<file path="config.mk">
export PLATFORM = sky130hd
export DESIGN_NAME = lycalo_thr_scan
export DESIGN_NICKNAME = d
export VERILOG_FILES = /design/src/rtl/lycalo_thr_scan.sv
export SDC_FILE = /design/constraint.sdc
export NUM_CORES = 1
export LEC_CHECK = 0
export CAP_MARGIN = 25
export CORE_MARGIN = 5
export CORE_UTILIZATION = 45
export CTS_CLUSTER_SIZE = 28
export DETAILED_ROUTE_END_ITERATION = 6
export GPL_ROUTABILITY_DRIVEN = 1
export HOLD_SLACK_MARGIN = 0.03
export PLACE_DENSITY = 0.69
export SLEW_MARGIN = 30
export SYNTH_ARGS = -nofsm -noshare
export SYNTH_HDL_FRONTEND = slang
export SYNTH_SLANG_ARGS = --single-unit
export TNS_END_PERCENT = 100
</file>
<file path="constraint.sdc">
create_clock -name CLK -period 15.7 [get_ports CLK]
set_clock_uncertainty 0.05 [all_clocks]
set_input_delay 3.14 -clock CLK [delete_from_list [all_inputs] [get_ports CLK]]
set_output_delay 3.14 -clock CLK [all_outputs]
set_load 0.005 [all_outputs]
</file>
<file path="src/rtl/lycalo_thr_scan.sv">
// rtl/lycalo_thr_scan.sv - threshold-scan sequencer driving LYCALOTHR and counting LYCALOTRG per step
// Each step settles the trigger pipeline, counts triggers over a window, then reports (threshold, count).
module lycalo_thr_scan #(
   parameter int CW         = 16,
   parameter int SETTLE_CYC = 4
) (
   input  logic                 CLK,
   input  logic                 RST,
   input  logic                 START,
   input  logic                 ABORT,
   input  logic signed [31:0]   THR_START,
   input  logic signed [31:0]   THR_STEP,
   input  logic [15:0]          NSTEPS,
   input  logic [CW-1:0]        WINDOW,
   input  logic                 LYCALOTRG,
   output logic signed [31:0]   LYCALOTHR,
   output logic                 RES_VALID,
   input  logic                 RES_READY,
   output logic signed [31:0]   RES_THR,
   output logic [CW-1:0]        RES_COUNT,
   output logic                 BUSY,
   output logic                 DONE
);

   localparam int SW = $clog2(SETTLE_CYC + 1);
   localparam int TW = (CW > SW) ? CW : SW;

   typedef enum logic [1:0] {S_IDLE, S_SETTLE, S_COUNT, S_REPORT} state_t;

   state_t              state, state_nxt;
   logic signed [31:0]  step_r;
   logic [15:0]         nsteps_r;
   logic [15:0]         idx;
   logic [CW-1:0]       window_r;
   logic [CW-1:0]       count;
   logic [TW-1:0]       timer;

   logic                settle_end;
   logic                count_end;
   logic                last_step;
   logic                hs;
   logic [CW-1:0]       count_inc;
   logic [CW-1:0]       win_m1;

   // A zero window still counts for one cycle
   assign win_m1     = (window_r == '0) ? '0 : window_r - 1'b1;
   assign settle_end = (timer == TW'(SETTLE_CYC - 1));
   assign count_end  = (timer == TW'(win_m1));
   assign hs         = RES_VALID & RES_READY;
   assign last_step  = (idx == nsteps_r - 16'd1);
   assign count_inc  = (LYCALOTRG && (count != '1)) ? count + 1'b1 : count;
   assign BUSY       = (state != S_IDLE);

   always_comb begin
      state_nxt = state;
      case (state)
         S_IDLE:   if (START && (NSTEPS != 16'd0)) state_nxt = S_SETTLE;
         S_SETTLE: if (settle_end) state_nxt = S_COUNT;
         S_COUNT:  if (count_end) state_nxt = S_REPORT;
         S_REPORT: if (hs) state_nxt = last_step ? S_IDLE : S_SETTLE;
         default:  state_nxt = S_IDLE;
      endcase
      if (ABORT) state_nxt = S_IDLE;
   end

   always_ff @(posedge CLK or posedge RST) begin
      if (RST) begin
         state     <= S_IDLE;
         step_r    <= '0;
         nsteps_r  <= '0;
         window_r  <= '0;
         idx       <= '0;
         count     <= '0;
         timer     <= '0;
         LYCALOTHR <= '0;
         RES_VALID <= 1'b0;
         RES_THR   <= '0;
         RES_COUNT <= '0;
         DONE      <= 1'b0;
      end else begin
         state <= state_nxt;
         DONE  <= 1'b0;
         if (ABORT) begin
            RES_VALID <= 1'b0;
         end else begin
            case (state)
               S_IDLE: begin
                  if (START) begin
                     if (NSTEPS == 16'd0) begin
                        DONE <= 1'b1;
                     end else begin
                        step_r    <= THR_STEP;
                        nsteps_r  <= NSTEPS;
                        window_r  <= WINDOW;
                        LYCALOTHR <= THR_START;
                        idx       <= '0;
                        count     <= '0;
                        timer     <= '0;
                     end
                  end
               end
               S_SETTLE: timer <= settle_end ? '0 : timer + 1'b1;
               S_COUNT: begin
                  count <= count_inc;
                  timer <= timer + 1'b1;
                  if (count_end) begin
                     RES_VALID <= 1'b1;
                     RES_THR   <= LYCALOTHR;
                     RES_COUNT <= count_inc;
                     timer     <= '0;
                  end
               end
               S_REPORT: begin
                  if (hs) begin
                     RES_VALID <= 1'b0;
                     if (last_step) begin
                        DONE <= 1'b1;
                     end else begin
                        LYCALOTHR <= LYCALOTHR + step_r;
                        idx       <= idx + 16'd1;
                        count     <= '0;
                        timer     <= '0;
                     end
                  end
               end
               default: ;
            endcase
         end
      end
   end

endmodule

</file>
==> impl_metrics.csv, run 1 <==
group,metric,value,unit
die,core,25300,um2
critical_path,worstPathArrival,6.29,ns
logic_synthesis,syn_nets,1322,
logic_synthesis,ys_seq_area_share,42.3,%
critical_path,critPathLaunchType,"input pin",
power_and_ir_drop,seq_power_share,32.3,%
clocking,cts.htree.levels,4,
critical_path,crit_type,"input pin to register",
power_and_ir_drop,total_power,2.48,mW
timing,setup_tns,0,ns
clocking,cts-buffers-inserted,17,
die,die-area,29100,um2
power_and_ir_drop,switching_power,1.02,mW
global_route,grt_pass1_vias,9168,
drt,drt-total-wl,29.5,mm
clocking,ctsHoldBuffers,0,
logic_synthesis,ys_top_cells_by_area,"dfrtp_1 42%, mux2_2 10%, ha_1 4.3%, o21ai_0 3.2%, a21oi_1 3.0%",
clocking,post-cts-setup-buffers,0,
timing,slew_viol_final,0,
clocking,cts_tree,"built",
drt,avgViaCountPerCell,5.69,
logic_synthesis,synthTopCellsByCount,"196 x dfrtp_1, 107 x mux2_2, 86 x nand2_1",
timing,final.setup.worst_slack,9.67,ns
global_route,grt.overflow.total,0,
global_route,track_usage,20.1,%
global_route,grt_first_pass_wirelength,47.7,mm
global_route,grt_antenna_before_repair,4,
timing,final_hold_viol_count,0,
logic_synthesis,synth-main-ff-cell,"dfrtp_1",
logic_synthesis,synth.distinct_cells,71,
power_and_ir_drop,internal_power,1.47,mW
logic_synthesis,syn_inst,1179,
critical_path,worstPathRequired,15.96,ns
critical_path,worstPathCellList,"clkdlybuf4s50_1, nor4_1, nand4_1, nand2_1, a22o_1, nand2b_1, a21o_1, nor2_1, and2_1, mux2_2",
die,initial_core_util,45.9,%
clocking,root_buffer,"clkbuf_16",
clocking,cts.repair.resized,0,
drt,post_drt_wl_per_cell,17.6,um
final_layout,fillers,2227,
drt,drt_iter0_markers,549,
timing,finalSetupViolations,0,
critical_path,cp_slowest_stage_delay,0.50,ns
die,fp.dieW,171,um
logic_synthesis,ys_seq_elements,196,
placement,gp_congestion,0.857,
global_route,grt_max_degree,130,
clocking,clk_latency,0.44,ns
die,fp.dieH,171,um
power_and_ir_drop,combPwrFrac,49.5,%
logic_synthesis,synth_warnings,0,
logic_synthesis,avgSynthCellArea,9.84,um2
power_and_ir_drop,switching_share,40.9,%
final_layout,synthToLayoutAreaGrowth,23.2,%
drt,firstDrtPassIters,5,
power_and_ir_drop,leakagePower,6.01,nW
clocking,clock-sinks,196,
logic_synthesis,syn-cell-area,11600,um2
timing,min_period,6.03,ns
placement,place_worst_setup_slack,9.27,ns
logic_synthesis,synth_edf_count,0,
min_path,worst_hold_path_type,"register to register",
placement,dp_hpwl,21.2,mm
final_layout,fin_nets,1476,
logic_synthesis,synth_top_cell_by_area,"dfrtp_1",
power_and_ir_drop,ir_drop,0.0000966,V
critical_path,cp_slowest_cell,"a21o_1",
drt,post-route-drc-count,0,
critical_path,cp_max_fo,20,
logic_synthesis,synthArstFlopShare,100,%
run_status,run_status,"complete, no violations",
clocking,clk_pin_slew,0.07,ns
timing,finalCritPeriodShare,38.4,%
die,rows,58,
placement,portBuffers,184,
die,pin_count,185,
drt,vias,9547,
clocking,clockBufferDepth,2,
timing,max-slew-margin-rel,40.1,%
run,max_cap_violations,0,
timing,worst_slew_pin_slew,0.896,ns
timing,grt_setup_unrepaired,"false",
logic_synthesis,synth_top_cell_area_share,42.3,%
critical_path,endpoint_kind,"register",
logic_synthesis,yosysMostFrequentCell,"dfrtp_1",
timing,fmax,166,MHz
power_and_ir_drop,power.density,174,nW/um2
final_layout,drive_above_1_share,13.4,%
power_and_ir_drop,clockPowerShare,18.3,%
drt,ant_nets,0,
## through the flow
| step | area (um2) | hold WS (ns) | utilization (%) | instances |
|---|---|---|---|---|
| 2_1_floorplan | 11600 | 0.426 | - | 1179 |
| 3_3_place_gp | 13700 | 0.436 | 54.2 | 1644 |
| 3_5_place_dp | 13700 | 0.439 | 54.2 | 1644 |
| 4_1_cts | 14300 | 0.461 | 56.5 | 1676 |
| 5_1_grt | 14300 | 0.477 | 56.6 | 1677 |
| 6_report | 14300 | 0.461 | 56.6 | 1677 |
## area by class of cell
| class | count | area (um2) | area share (%) |
|---|---|---|---|
| diodes | 1 | 2.50 | 0.0175 |
| inverters | 43 | 174 | 1.22 |
| clock inverters | 14 | 168 | 1.17 |
| clock buffers | 18 | 429 | 3.00 |
| well taps | 330 | 413 | 2.89 |
| repair buffers | 191 | 1900 | 13.3 |
| multi-input cells | 884 | 6300 | 44.1 |
| flip-flops and latches | 196 | 4900 | 34.3 |
## layout by cell type (no fill, tap or decap), types with 6 or more instances in the layout
cell type,instances
nand4_1,16
nand3_1,43
xor2_1,23
or3_1,18
dfrtp_1,196
o21ai_0,75
a21o_1,18
o41ai_1,13
o211ai_1,13
and3_1,14
nand2b_1,11
a22o_1,8
and2_1,9
ha_1,39
mux2_2,107
xnor2_1,40
o31ai_1,13
o2111ai_1,6
mux2_4,8
clkbuf_16,17
nor3_1,19
buf_4,6
nand2_1,86
o21a_1,10
or2_2,7
a211oi_1,8
clkdlybuf4s50_1,184
nor4_1,16
a31oi_1,9
mux2i_1,19
nor2b_1,15
a21oi_1,70
nor2_1,83
inv_1,41
## cells by family (layout without fill, tap and decap cells)
family | Yosys count | in the layout | share of synthesized area [%]
buffers and inverters | 99 | 266 | 3.53
and+or+nand+nor | 360 | 360 | 15.8
DFF | 196 | 196 | 42.3
xor gates and xnor gates | 63 | 63 | 4.76
other | 0 | 1 | 0
AOI/OAI and AO/OA | 286 | 286 | 16.1
muxes | 134 | 134 | 13.1
adders and majority gates | 41 | 41 | 4.49
## path summary, 6_finish.rpt
path | slack [ns] | startpoint | end | cells after the start
worst min register to register | 0.46 | RES_COUNT[8]$_DFFE_PP0P_ | RES_COUNT[8]$_DFFE_PP0P_ | 1
worst min-delay path | 0.46 | RES_COUNT[8]$_DFFE_PP0P_ | RES_COUNT[8]$_DFFE_PP0P_ | 1
max in group asynchronous | 11.35 | RST | LYCALOTHR[2]$_DFFE_PP0P_ | 3
min in group asynchronous | 3.16 | RST | RES_THR[31]$_DFFE_PP0P_ | 2
worst max-delay path | 9.67 | NSTEPS[9] | timer[0]$_DFFE_PP0P_ | 10
worst max register to register | 11.37 | nsteps_r[2]$_DFFE_PP0P_ | timer[0]$_DFFE_PP0P_ | 9
## sequential cells by signal, indices dropped and copies added, names as in the netlist, 2 cells and up
register	count
window_r	16
RES_THR	32
count	16
idx	16
nsteps_r	16
timer	16
LYCALOTHR	32
state	2
RES_COUNT	16
step_r	32
## worst max-delay path: cells and delay by family
kind | cells | cell delay [ns]
buf+inv | 1 | 0.43
compound gates | 2 | 0.72
mux | 1 | 0.28
simple gates | 6 | 1.73
## layer usage
layer  routed length, um  vias to the layer above  GRT usage [%]
met5                  41                        -              0
met4                 453                        6           5.76
met3                1720                       31           4.78
met2               13900                      240           32.0
met1               13500                     4646           27.6
li1                    -                     4624              -
## power by group through the flow
stage,Combinational [mW],Clock (mW),Sequential (mW)
detailed placement,1.22,0,0.808
global placement,1.20,0,0.807
floorplan,0.918,0,0.754
CTS,1.23,0.466,0.800
finish,1.23,0.453,0.801
global route,1.37,0.486,0.823
No activity file was read; power rests on OpenSTA's default activity.
==> run 2: changes to the inputs <==
--- a/config.mk
+++ b/config.mk
@@ -12,7 +12,7 @@
 export DETAILED_ROUTE_END_ITERATION = 6
 export GPL_ROUTABILITY_DRIVEN = 1
 export HOLD_SLACK_MARGIN = 0.03
-export PLACE_DENSITY = 0.69
+export PLACE_DENSITY = 0.72
 export SLEW_MARGIN = 30
 export SYNTH_ARGS = -nofsm -noshare
 export SYNTH_HDL_FRONTEND = slang
==> constraint.sdc (replaced) <==
create_clock -name CLK -period 5.34 [get_ports CLK]
set_clock_uncertainty 0.05 [all_clocks]
set_input_delay 1.068 -clock CLK [delete_from_list [all_inputs] [get_ports CLK]]
set_output_delay 1.068 -clock CLK [all_outputs]
set_load 0.005 [all_outputs]
==> run 2 against run 1 <==
  * First-iteration DRC count is 15% higher
  * Combinational power rose to 3.0 times the previous value
  * Largest power group unchanged
  * Sequential share of layout area unchanged
  * Global-route usage is 0.46 points higher
  * Routed wire length rose by 0.59%
  * Hold slack got worse by 0.0028 ns
  * Critical path type is now register to register
==> impl_metrics.csv, run 2 (synthesis results as in run 1) <==
group,metric,value,unit
run_status,run_status,"complete, no violations",
timing,final.setup.worst_slack,1.07,ns
timing,setup_tns,0,ns
final_layout,most-common-layout-cells,"196 x dfrtp_1, 184 x clkdlybuf4s50_1, 107 x mux2_2",
timing,worst_slew_pin_slew,0.913,ns
clocking,clk_latency,0.44,ns
critical_path,reg2reg_depth,9,
critical_path,worstSetupStartpoint,"nsteps_r[2]$_DFFE_PP0P_",
die,fp.dieW,171,um
min_path,hold_start,"RES_COUNT[7]$_DFFE_PP0P_",
timing,finalCritPeriodShare,79.9,%
clocking,root_buffer,"clkbuf_16",
clocking,clk_pin_slew,0.08,ns
drt,firstDrtPassIters,5,
critical_path,regToRegStartpoint,"nsteps_r[2]$_DFFE_PP0P_",
clocking,clockBufferDepth,2,
timing,grt_setup_unrepaired,"false",
critical_path,worstPathRequired,5.61,ns
timing,finalSetupViolations,0,
placement,dp_hpwl,21.4,mm
clocking,clock-sinks,196,
drt,post-route-drc-count,0,
clocking,ctsHoldBuffers,0,
power_and_ir_drop,power.density,509,nW/um2
clocking,post-cts-setup-buffers,0,
die,fp.dieH,171,um
final_layout,fillers,2210,
final_layout,final_common_cell,"dfrtp_1",
timing,final_hold_viol_count,0,
global_route,grt_first_pass_wirelength,49.1,mm
drt,vias,9531,
drt,avgViaCountPerCell,5.68,
die,die-area,29100,um2
critical_path,endpoint,"timer[0]$_DFFE_PP0P_",
critical_path,crit_type,"register to register",
power_and_ir_drop,switching_share,41.8,%
power_and_ir_drop,leakagePower,6.01,nW
power_and_ir_drop,seq_power_share,32.3,%
global_route,grt_antenna_before_repair,5,
power_and_ir_drop,switching_power,3.04,mW
die,pin_count,185,
placement,portBuffers,184,
drt,post_drt_wl_per_cell,17.7,um
global_route,track_usage,20.6,%
die,rows,58,
clocking,cts.repair.resized,0,
clocking,cts_tree,"built",
power_and_ir_drop,combPwrFrac,49.9,%
drt,drt-total-wl,29.7,mm
timing,slew_viol_final,0,
power_and_ir_drop,clockPowerShare,17.8,%
final_layout,synthToLayoutAreaGrowth,23.2,%
drt,drt_iter0_markers,633,
final_layout,fin_nets,1478,
clocking,cts.htree.levels,4,
placement,place_worst_setup_slack,0.967,ns
timing,min_period,4.27,ns
die,core,25300,um2
critical_path,critPathLaunchType,"register",
clocking,cts-buffers-inserted,17,
final_layout,reg_top3,"LYCALOTHR x32, RES_THR x32, step_r x32",
critical_path,endpoint_kind,"register",
power_and_ir_drop,ir_drop,0.000305,V
min_path,worst_hold_path_type,"register to register",
global_route,grt.overflow.total,0,
die,initial_core_util,45.9,%
final_layout,drive_above_1_share,13.5,%
timing,max-slew-margin-rel,38.9,%
critical_path,timing.rr.end,"timer[0]$_DFFE_PP0P_",
global_route,grt_pass1_vias,9451,
power_and_ir_drop,internal_power,4.23,mW
run,max_cap_violations,0,
critical_path,worstPathArrival,4.54,ns
timing,fmax,234,MHz
critical_path,regToRegSetupSlack,1.07,ns
global_route,grt_max_degree,103,
placement,gp_congestion,0.878,
drt,ant_nets,0,
critical_path,cp_max_fo,20,
==> run 2: final cells by class <==
type                            instances  area [um2]  share of cell area, %
Sequential cell                       196        4900                   34.3
Tap cell                              330         413                   2.89
Antenna cell                            1        2.50                 0.0175
Clock buffer                           17         425                   2.98
Timing Repair Buffer                  193        1920                   13.4
Multi-Input combinational cell        884        6300                   44.1
Clock inverter                         15         156                   1.09
Inverter                               43         165                   1.16
==> run 2: worst min path at each step <==
stage,depth (start not counted),end
3_3_place_gp,1,RES_COUNT[6]$_DFFE_PP0P_
6_report,1,RES_COUNT[7]$_DFFE_PP0P_
2_1_floorplan,1,count[11]$_DFFE_PP0P_
5_1_grt,1,RES_THR[0]$_DFFE_PP0P_
3_5_place_dp,1,RES_THR[27]$_DFFE_PP0P_
4_1_cts,1,RES_THR[0]$_DFFE_PP0P_
==> run 2: worst max-delay path: stages, from the launching register on <==
cell and delay, ns:
dfrtp_1 0.48, nor3_1 0.51, nand3_1 0.16, a2111oi_0 0.48, o2111ai_1 0.20, nor4_2 0.63, a21o_1 0.62, nor2_1 0.39
and2_1 0.35, mux2_2 0.28
==> run 2: power groups by stage <==
stage                     Sequential, mW  Combinational (mW)  Clock (mW)
after global routing                2.42                4.07        1.39
after global placement              2.37                3.53           0
after CTS                           2.35                3.63        1.33
after floorplan                     2.22                2.70           0
after detailed placement            2.38                3.60           0
final                               2.35                3.63        1.29
==> run 2: metrics by stage <==
stage | hold WS (ns) | cells | instance area, um2 | power, mW | util [%]
floorplan | 0.426 | 1179 | 11600 | 4.91 | -
global placement | 0.430 | 1646 | 13700 | 5.90 | 54.3
detailed placement | 0.443 | 1646 | 13700 | 5.98 | 54.3
CTS | 0.463 | 1678 | 14300 | 7.31 | 56.6
global route | 0.470 | 1679 | 14300 | 7.87 | 56.6
finish | 0.458 | 1679 | 14300 | 7.28 | 56.6
==> run 2: metal layers <==
metal  part of all wire (%)  track usage [%]
met3                    6.4             4.78
met4                    1.7             5.14
met2                     47             33.3
met1                     45             28.2
met5                   0.18                0
